## config.mk

```make
export PLATFORM = sky130hd
export DESIGN_NAME = seq_alu
export DESIGN_NICKNAME = d
export VERILOG_FILES = /design/src/rtl/seq_alu.sv
export SDC_FILE = /design/constraint.sdc
export NUM_CORES = 1
export LEC_CHECK = 0
export CORE_UTILIZATION = 45
export CTS_BUF_LIST = sky130_fd_sc_hd__clkbuf_8
export CTS_CLUSTER_SIZE = 24
export DETAILED_ROUTE_END_ITERATION = 10
export GPL_ROUTABILITY_DRIVEN = 0
export PLACE_DENSITY = 0.7
export SLEW_MARGIN = 20
export SYNTH_ARGS = -nofsm -noshare
export SYNTH_HDL_FRONTEND = slang
export SYNTH_SLANG_ARGS = --single-unit
```

## constraint.sdc

```tcl
create_clock -name clk -period 4.18 [get_ports clk]
set_input_delay 0.836 -clock clk [delete_from_list [all_inputs] [get_ports clk]]
set_output_delay 0.836 -clock clk [all_outputs]
set_load 0.05 [all_outputs]
```

## src/rtl/seq_alu.sv

```systemverilog
// Handshaked sequential ALU: single-cycle logic/arith/shift ops plus iterative
// shift-add MUL and restoring DIV/REM; result and NZCV flags held until consumed.
module seq_alu #(
  parameter int WIDTH = 8
) (
  input  logic                       clk,
  input  logic                       rst_n,
  input  logic                       in_valid,
  output logic                       in_ready,
  input  logic [4:0]                 alu_op,
  input  logic [WIDTH-1:0]           operand_a,
  input  logic [WIDTH-1:0]           operand_b,
  input  logic [$clog2(WIDTH)-1:0]   shift_amt,
  output logic                       out_valid,
  input  logic                       out_ready,
  output logic [WIDTH-1:0]           result,
  output logic                       zero_flag,
  output logic                       neg_flag,
  output logic                       carry_flag,
  output logic                       ovf_flag
);

  localparam int SHW = $clog2(WIDTH);
  localparam logic [SHW-1:0] LAST_ITER = SHW'(WIDTH - 1);

  localparam logic [4:0] OP_PASS  = 5'b00000;
  localparam logic [4:0] OP_ADD   = 5'b00001;
  localparam logic [4:0] OP_SUB   = 5'b00010;
  localparam logic [4:0] OP_RSB   = 5'b00011;
  localparam logic [4:0] OP_PASS2 = 5'b00100;
  localparam logic [4:0] OP_CLZ   = 5'b00101;
  localparam logic [4:0] OP_AND   = 5'b00110;
  localparam logic [4:0] OP_LSL   = 5'b00111;
  localparam logic [4:0] OP_LSRI  = 5'b01000;
  localparam logic [4:0] OP_CMP   = 5'b01001;
  localparam logic [4:0] OP_ORR   = 5'b01010;
  localparam logic [4:0] OP_LSR   = 5'b01011;
  localparam logic [4:0] OP_CMPR  = 5'b01100;
  localparam logic [4:0] OP_MUL   = 5'b01101;
  localparam logic [4:0] OP_DIV   = 5'b01110;
  localparam logic [4:0] OP_REM   = 5'b01111;
  localparam logic [4:0] OP_ROR   = 5'b10000;

  // Handshake: a transfer happens on a rising edge where valid and ready are
  // both high; in_ready only in IDLE, out_valid only in DONE, result held there.
  typedef enum logic [1:0] {S_IDLE, S_ITER, S_DONE} state_t;

  state_t state_q, state_d;

  logic             accept;
  logic             is_iter_op;
  logic             last_iter;
  logic [SHW-1:0]   cnt_q;
  logic [4:0]       op_q;
  logic [WIDTH-1:0] opnd_q;
  logic [WIDTH:0]   acc_hi_q;
  logic [WIDTH-1:0] acc_lo_q;

  assign accept     = in_valid & in_ready;
  assign is_iter_op = (alu_op == OP_MUL) || (alu_op == OP_DIV) || (alu_op == OP_REM);
  assign last_iter  = (cnt_q == LAST_ITER);

  // ---------------- FSM: state register ----------------
  always_ff @(posedge clk or negedge rst_n) begin
    if (!rst_n) state_q <= S_IDLE;
    else        state_q <= state_d;
  end

  // ---------------- FSM: next state ----------------
  always_comb begin
    state_d = state_q;
    case (state_q)
      S_IDLE: if (accept) state_d = is_iter_op ? S_ITER : S_DONE;
      S_ITER: if (last_iter) state_d = S_DONE;
      S_DONE: if (out_ready) state_d = S_IDLE;
      default: state_d = S_IDLE;
    endcase
  end

  // ---------------- FSM: outputs ----------------
  always_comb begin
    in_ready  = rst_n && (state_q == S_IDLE);
    out_valid = (state_q == S_DONE);
  end

  // ---------------- single-cycle datapath ----------------
  logic [WIDTH:0]   sum_ab, diff_ab, diff_ba;
  logic             add_v, sub_v, rsb_v;
  logic [WIDTH-1:0] clz;
  logic [WIDTH-1:0] s_res;
  logic             s_c, s_v;

  assign sum_ab  = {1'b0, operand_a} + {1'b0, operand_b};
  assign diff_ab = {1'b0, operand_a} - {1'b0, operand_b};
  assign diff_ba = {1'b0, operand_b} - {1'b0, operand_a};
  assign add_v = (operand_a[WIDTH-1] == operand_b[WIDTH-1]) &&
                 (sum_ab[WIDTH-1] != operand_a[WIDTH-1]);
  assign sub_v = (operand_a[WIDTH-1] != operand_b[WIDTH-1]) &&
                 (diff_ab[WIDTH-1] != operand_a[WIDTH-1]);
  assign rsb_v = (operand_a[WIDTH-1] != operand_b[WIDTH-1]) &&
                 (diff_ba[WIDTH-1] != operand_b[WIDTH-1]);

  // Highest set bit wins because the scan runs upward.
  always_comb begin
    clz = WIDTH'(WIDTH);
    for (int i = 0; i < WIDTH; i++) begin
      if (operand_a[i]) clz = WIDTH'(WIDTH - 1 - i);
    end
  end

  always_comb begin
    s_res = '0;
    s_c   = 1'b0;
    s_v   = 1'b0;
    case (alu_op)
      OP_PASS, OP_PASS2: s_res = operand_a;
      OP_ADD: begin
        s_res = sum_ab[WIDTH-1:0];
        s_c   = sum_ab[WIDTH];
        s_v   = add_v;
      end
      OP_SUB, OP_CMP, OP_CMPR: begin
        s_res = diff_ab[WIDTH-1:0];
        s_c   = ~diff_ab[WIDTH];
        s_v   = sub_v;
      end
      OP_RSB: begin
        s_res = diff_ba[WIDTH-1:0];
        s_c   = ~diff_ba[WIDTH];
        s_v   = rsb_v;
      end
      OP_CLZ:  s_res = clz;
      OP_AND:  s_res = operand_a & operand_b;
      OP_ORR:  s_res = operand_a | operand_b;
      OP_LSL:  s_res = operand_a << shift_amt;
      OP_LSRI: s_res = operand_a >> shift_amt;
      OP_LSR:  s_res = operand_a >> operand_b[SHW-1:0];
      OP_ROR:  s_res = (operand_a >> shift_amt) | (operand_a << (WIDTH - int'(shift_amt)));
      default: s_res = '0;
    endcase
  end

  // ---------------- iterative datapath ----------------
  // MUL: {acc_hi, acc_lo} is the partial product, multiplier bits leave acc_lo.
  // DIV/REM: acc_hi is the partial remainder, acc_lo turns from dividend into quotient.
  logic [WIDTH:0]   mul_sum, mul_hi_n, div_shift, div_trial, div_hi_n;
  logic [WIDTH-1:0] mul_lo_n, div_lo_n;
  logic [WIDTH:0]   step_hi;
  logic [WIDTH-1:0] step_lo;
  logic [WIDTH-1:0] it_res;
  logic             it_c, it_v;

  always_comb begin
    mul_sum   = acc_hi_q + (acc_lo_q[0] ? {1'b0, opnd_q} : '0);
    mul_hi_n  = {1'b0, mul_sum[WIDTH:1]};
    mul_lo_n  = {mul_sum[0], acc_lo_q[WIDTH-1:1]};
    div_shift = {acc_hi_q[WIDTH-1:0], acc_lo_q[WIDTH-1]};
    div_trial = div_shift - {1'b0, opnd_q};
    // A zero divisor never borrows, which yields quotient all-ones and remainder A.
    if (!div_trial[WIDTH]) begin
      div_hi_n = div_trial;
      div_lo_n = {acc_lo_q[WIDTH-2:0], 1'b1};
    end else begin
      div_hi_n = div_shift;
      div_lo_n = {acc_lo_q[WIDTH-2:0], 1'b0};
    end
    step_hi = (op_q == OP_MUL) ? mul_hi_n : div_hi_n;
    step_lo = (op_q == OP_MUL) ? mul_lo_n : div_lo_n;
    case (op_q)
      OP_MUL:  it_res = mul_lo_n;
      OP_DIV:  it_res = div_lo_n;
      default: it_res = div_hi_n[WIDTH-1:0];
    endcase
    it_c = (op_q == OP_MUL) && (|mul_hi_n[WIDTH-1:0]);
    it_v = (op_q != OP_MUL) && (opnd_q == '0);
  end

  always_ff @(posedge clk or negedge rst_n) begin
    if (!rst_n) begin
      op_q       <= '0;
      cnt_q      <= '0;
      opnd_q     <= '0;
      acc_hi_q   <= '0;
      acc_lo_q   <= '0;
      result     <= '0;
      zero_flag  <= 1'b0;
      neg_flag   <= 1'b0;
      carry_flag <= 1'b0;
      ovf_flag   <= 1'b0;
    end else if (accept) begin
      op_q  <= alu_op;
      cnt_q <= '0;
      if (is_iter_op) begin
        opnd_q   <= (alu_op == OP_MUL) ? operand_a : operand_b;
        acc_hi_q <= '0;
        acc_lo_q <= (alu_op == OP_MUL) ? operand_b : operand_a;
      end else begin
        result     <= s_res;
        zero_flag  <= (s_res == '0);
        neg_flag   <= s_res[WIDTH-1];
        carry_flag <= s_c;
        ovf_flag   <= s_v;
      end
    end else if (state_q == S_ITER) begin
      acc_hi_q <= step_hi;
      acc_lo_q <= step_lo;
      cnt_q    <= cnt_q + SHW'(1);
      if (last_iter) begin
        result     <= it_res;
        zero_flag  <= (it_res == '0);
        neg_flag   <= it_res[WIDTH-1];
        carry_flag <= it_c;
        ovf_flag   <= it_v;
      end
    end
  end

endmodule

```

==> impl_metrics.env <==
export IMPL_status="finished clean"
export IMPL_hpwl_mm=15.2
export IMPL_hold_depth=2
export IMPL_yosys_top_cells_count="nand2_1 (99), o21ai_0 (59), ha_1 (55)"
export IMPL_max_cap_violations=0
export IMPL_hold_viol=0
export IMPL_drtIter0Drc=777
export IMPL_area_delta_synth_final_pct=12.5
export IMPL_path_max_fanout=16
export IMPL_avgSynthCellArea_um2=7.87
export IMPL_num_io_pins=42
export IMPL_max_freq_ghz=0.264
export IMPL_die_area_mm2=0.0144
export IMPL_wire_per_inst_um=19.5
export IMPL_groute_usage_overall_pct=28.0
export IMPL_whs_ns=0.476
export IMPL_tritoncts="done"
export IMPL_netlist_instances=794
export IMPL_ir_drop_mv=0.220
export IMPL_synth_largest_area_cell="dfrtp_1"
export IMPL_synth_fp_nets=882
export IMPL_drc=0
export IMPL_clkPwrFrac_pct=9.1
export IMPL_clock_latency_ns=0.30
export IMPL_synth_top_area_share_pct=18.4
export IMPL_nNetsFinal=919
export IMPL_clock_skew_ns=0.00631
export IMPL_crit_required_ns=4.41
export IMPL_post_route_period_util_pct=90.7
export IMPL_n_antenna_cell=0
export IMPL_power_leakage_nw=3.03
export IMPL_rr_worst_depth=18
export IMPL_ys_async_sr_fraction_pct=100
export IMPL_ys_seq_area_share_pct=18.4
export IMPL_ctsResizeCount=0
export IMPL_cp_arrival_ns=4.03
export IMPL_cts_max_level=2
export IMPL_slew_headroom_pct=32.0
export IMPL_dieHeight_um=120
export IMPL_finalPower_mw=3.15
export IMPL_crit_path_start_kind="register"
export IMPL_first_pass_iters=5
export IMPL_antenna_found_initial=0
export IMPL_grt_ovfl_total=0
export IMPL_synth_edf_count=0
export IMPL_p_int_mw=1.58
export IMPL_slew_viol_final=0
export IMPL_p_per_area_mw_per_mm2=449
export IMPL_min_period_ns=3.79
export IMPL_hold_buffers=0
export IMPL_vias_per_cell=6.28
export IMPL_start_util_pct=46.6
export IMPL_clkSinkCount=46
export IMPL_grt_pass1_wl_mm=31.6
export IMPL_synth_cell_area_mm2=0.00625
export IMPL_critPathMaxStageDelay_ns=0.62
export IMPL_port_buffer_count=41
export IMPL_grt_max_degree=47
export IMPL_synth_seq_cells=46
export IMPL_synthFlopType="dfrtp_1"
export IMPL_critPathCaptureType="register"
export IMPL_ys_top_cells_by_area="dfrtp_1 (18%), ha_1 (11%), nand2_1 (5.9%), mux2i_1 (5.9%), o21ai_0 (4.7%)"
export IMPL_tightestPinTransition_ns=1.01
export IMPL_p_seq_share_pct=24.2
export IMPL_yosys_warnings=0
export IMPL_routed_via_count=6333
export IMPL_clockBufferDepth=2
export IMPL_core_area_mm2=0.0134
export IMPL_numCtsBuffers=5
export IMPL_power_share_switching_pct=49.9
export IMPL_fin_setup_tns_ns=0
export IMPL_hp_class="reg2reg"
export IMPL_finalSetupViolCount=0
export IMPL_postRouteAntennaNets=0
export IMPL_grt_pass1_vias=5839
export IMPL_rsz0062_at_grt="false"
export IMPL_drt_total_wl_mm=19.7
export IMPL_crit_type="reg2reg"
export IMPL_final_layout_size_suffix_gt1_share_pct=11.2
export IMPL_placementRows=42
export IMPL_p_comb_share_pct=66.7
export IMPL_cts_root_buf="clkbuf_8"
export IMPL_cp_slowest_cell="ha_1"
export IMPL_postCtsSetupRepairBufs=0
export IMPL_clk_pin_slew_ns=0.09
export IMPL_path_cells="inv_1 > ha_1 > inv_1 > fa_1 > a211oi_1 > o21bai_1 > a21oi_1 > nor2b_1 > o21ai_0 > nand2b_1 > ha_1 > nand2_1 > o21ai_0 > o2111ai_1 > nor4_1 > and3_1 > nand4_1 > o211ai_2"
export IMPL_fp_dieW_um=120
export IMPL_p_sw_mw=1.57
export IMPL_ys_types=81
export IMPL_yosysMostFrequentCell="nand2_1"
export IMPL_fill_cells=1302
## placed cells by master, fill, tap and decap left out, drive strengths merged, types with 8 or more instances in the layout
master,synthesis,final
dfrtp,46,46
nand2b,11,11
a31oi,20,20
and2,12,12
nor2,46,46
o211ai,11,11
nor4,15,15
nor2b,13,13
nand2,99,99
or3,8,8
xnor2,16,16
a21oi,46,46
a21o,11,11
o21ai,62,62
nor3b,8,8
inv,43,44
nor3,14,14
ha,55,55
a211oi,12,12
mux4,8,8
mux2i,37,37
nand3,17,17
clkdlybuf4s50,0,40
buf,23,47
## state kept, by name, summed over array words and instances (netlist names)
| register | flops |
|---|---|
| zero_flag | 1 |
| acc_lo_q | 8 |
| cnt_q | 3 |
| acc_hi_q | 9 |
| carry_flag | 1 |
| opnd_q | 8 |
| state_q | 2 |
| op_q | 5 |
| result | 8 |
| ovf_flag | 1 |
## path summary, 6_finish.rpt
kind / slack, ns / end / from
worst min register to register: 0.48 / op_q[4] / op_q[4]
max in group asynchronous: 3.12 / acc_lo_q[5] / rst_n
min in group asynchronous: 0.66 / acc_hi_q[3] / rst_n
worst max register to register: 0.39 / zero_flag / acc_lo_q[7]
worst min-delay path: 0.48 / op_q[4] / op_q[4]
worst max-delay path: 0.39 / zero_flag / acc_lo_q[7]
## power by group through the flow
stage	Sequential [mW]	Combinational (mW)	Clock [mW]
2_1_floorplan	0.861	1.39	0
3_3_place_gp	0.768	2.04	0
3_5_place_dp	0.768	2.06	0
4_1_cts	0.760	2.07	0.293
5_1_grt	0.781	2.29	0.310
6_report	0.763	2.10	0.287
## area by class of cell
| type | instances | area [um^2] | area share, % |
|---|---|---|---|
| inverter | 44 | 165 | 2.35 |
| multi-input combinational | 647 | 4650 | 66.1 |
| clock buffer | 5 | 68.8 | 0.980 |
| sequential | 46 | 1150 | 16.4 |
| clock inverter | 3 | 23.8 | 0.338 |
| tap | 176 | 220 | 3.13 |
| timing repair buffer | 87 | 751 | 10.7 |
## stage by stage
step | instances | setup slack [ns] | utilization (%) | area (um^2)
after floorplan | 794 | 0.767 | - | 6250
after global placement | 1000 | 0.211 | 51.7 | 6930
after detailed placement | 1000 | 0.210 | 51.7 | 6930
after CTS | 1008 | 0.441 | 52.4 | 7030
after global routing | 1008 | 0.0250 | 52.4 | 7030
final | 1008 | 0.388 | 52.4 | 7030
## kinds of logic after synthesis
logic type / share of synthesized area (%)
adder cells (fa/ha/maj): 12.6
buffers and inverters: 7.29
AO/OA/AOI/OAI: 25.5
flip-flops: 18.4
XOR/XNOR: 3.46
AND/OR/NAND/NOR: 22.8
multiplexers: 9.89
## per-layer routing
metal	GRT usage [%]	vias up	share of wire, %
met2	44.1	316	45
met5	0	-	0
met4	14.6	0	5.3
met3	3.71	74	7.3
met1	37.2	2966	42
li1	-	2977	-
## critical path, delay by kind of cell, from the launching register on
kind | cells | cell delay, ns
AOI/OAI and AO/OA | 7 | 1.11
adders and majority gates | 3 | 1.20
buffers and inverters | 2 | 0.15
DFF | 1 | 0.43
and+or+nand+nor | 6 | 0.85
Note: power is estimated with default switching activity, not from simulation.
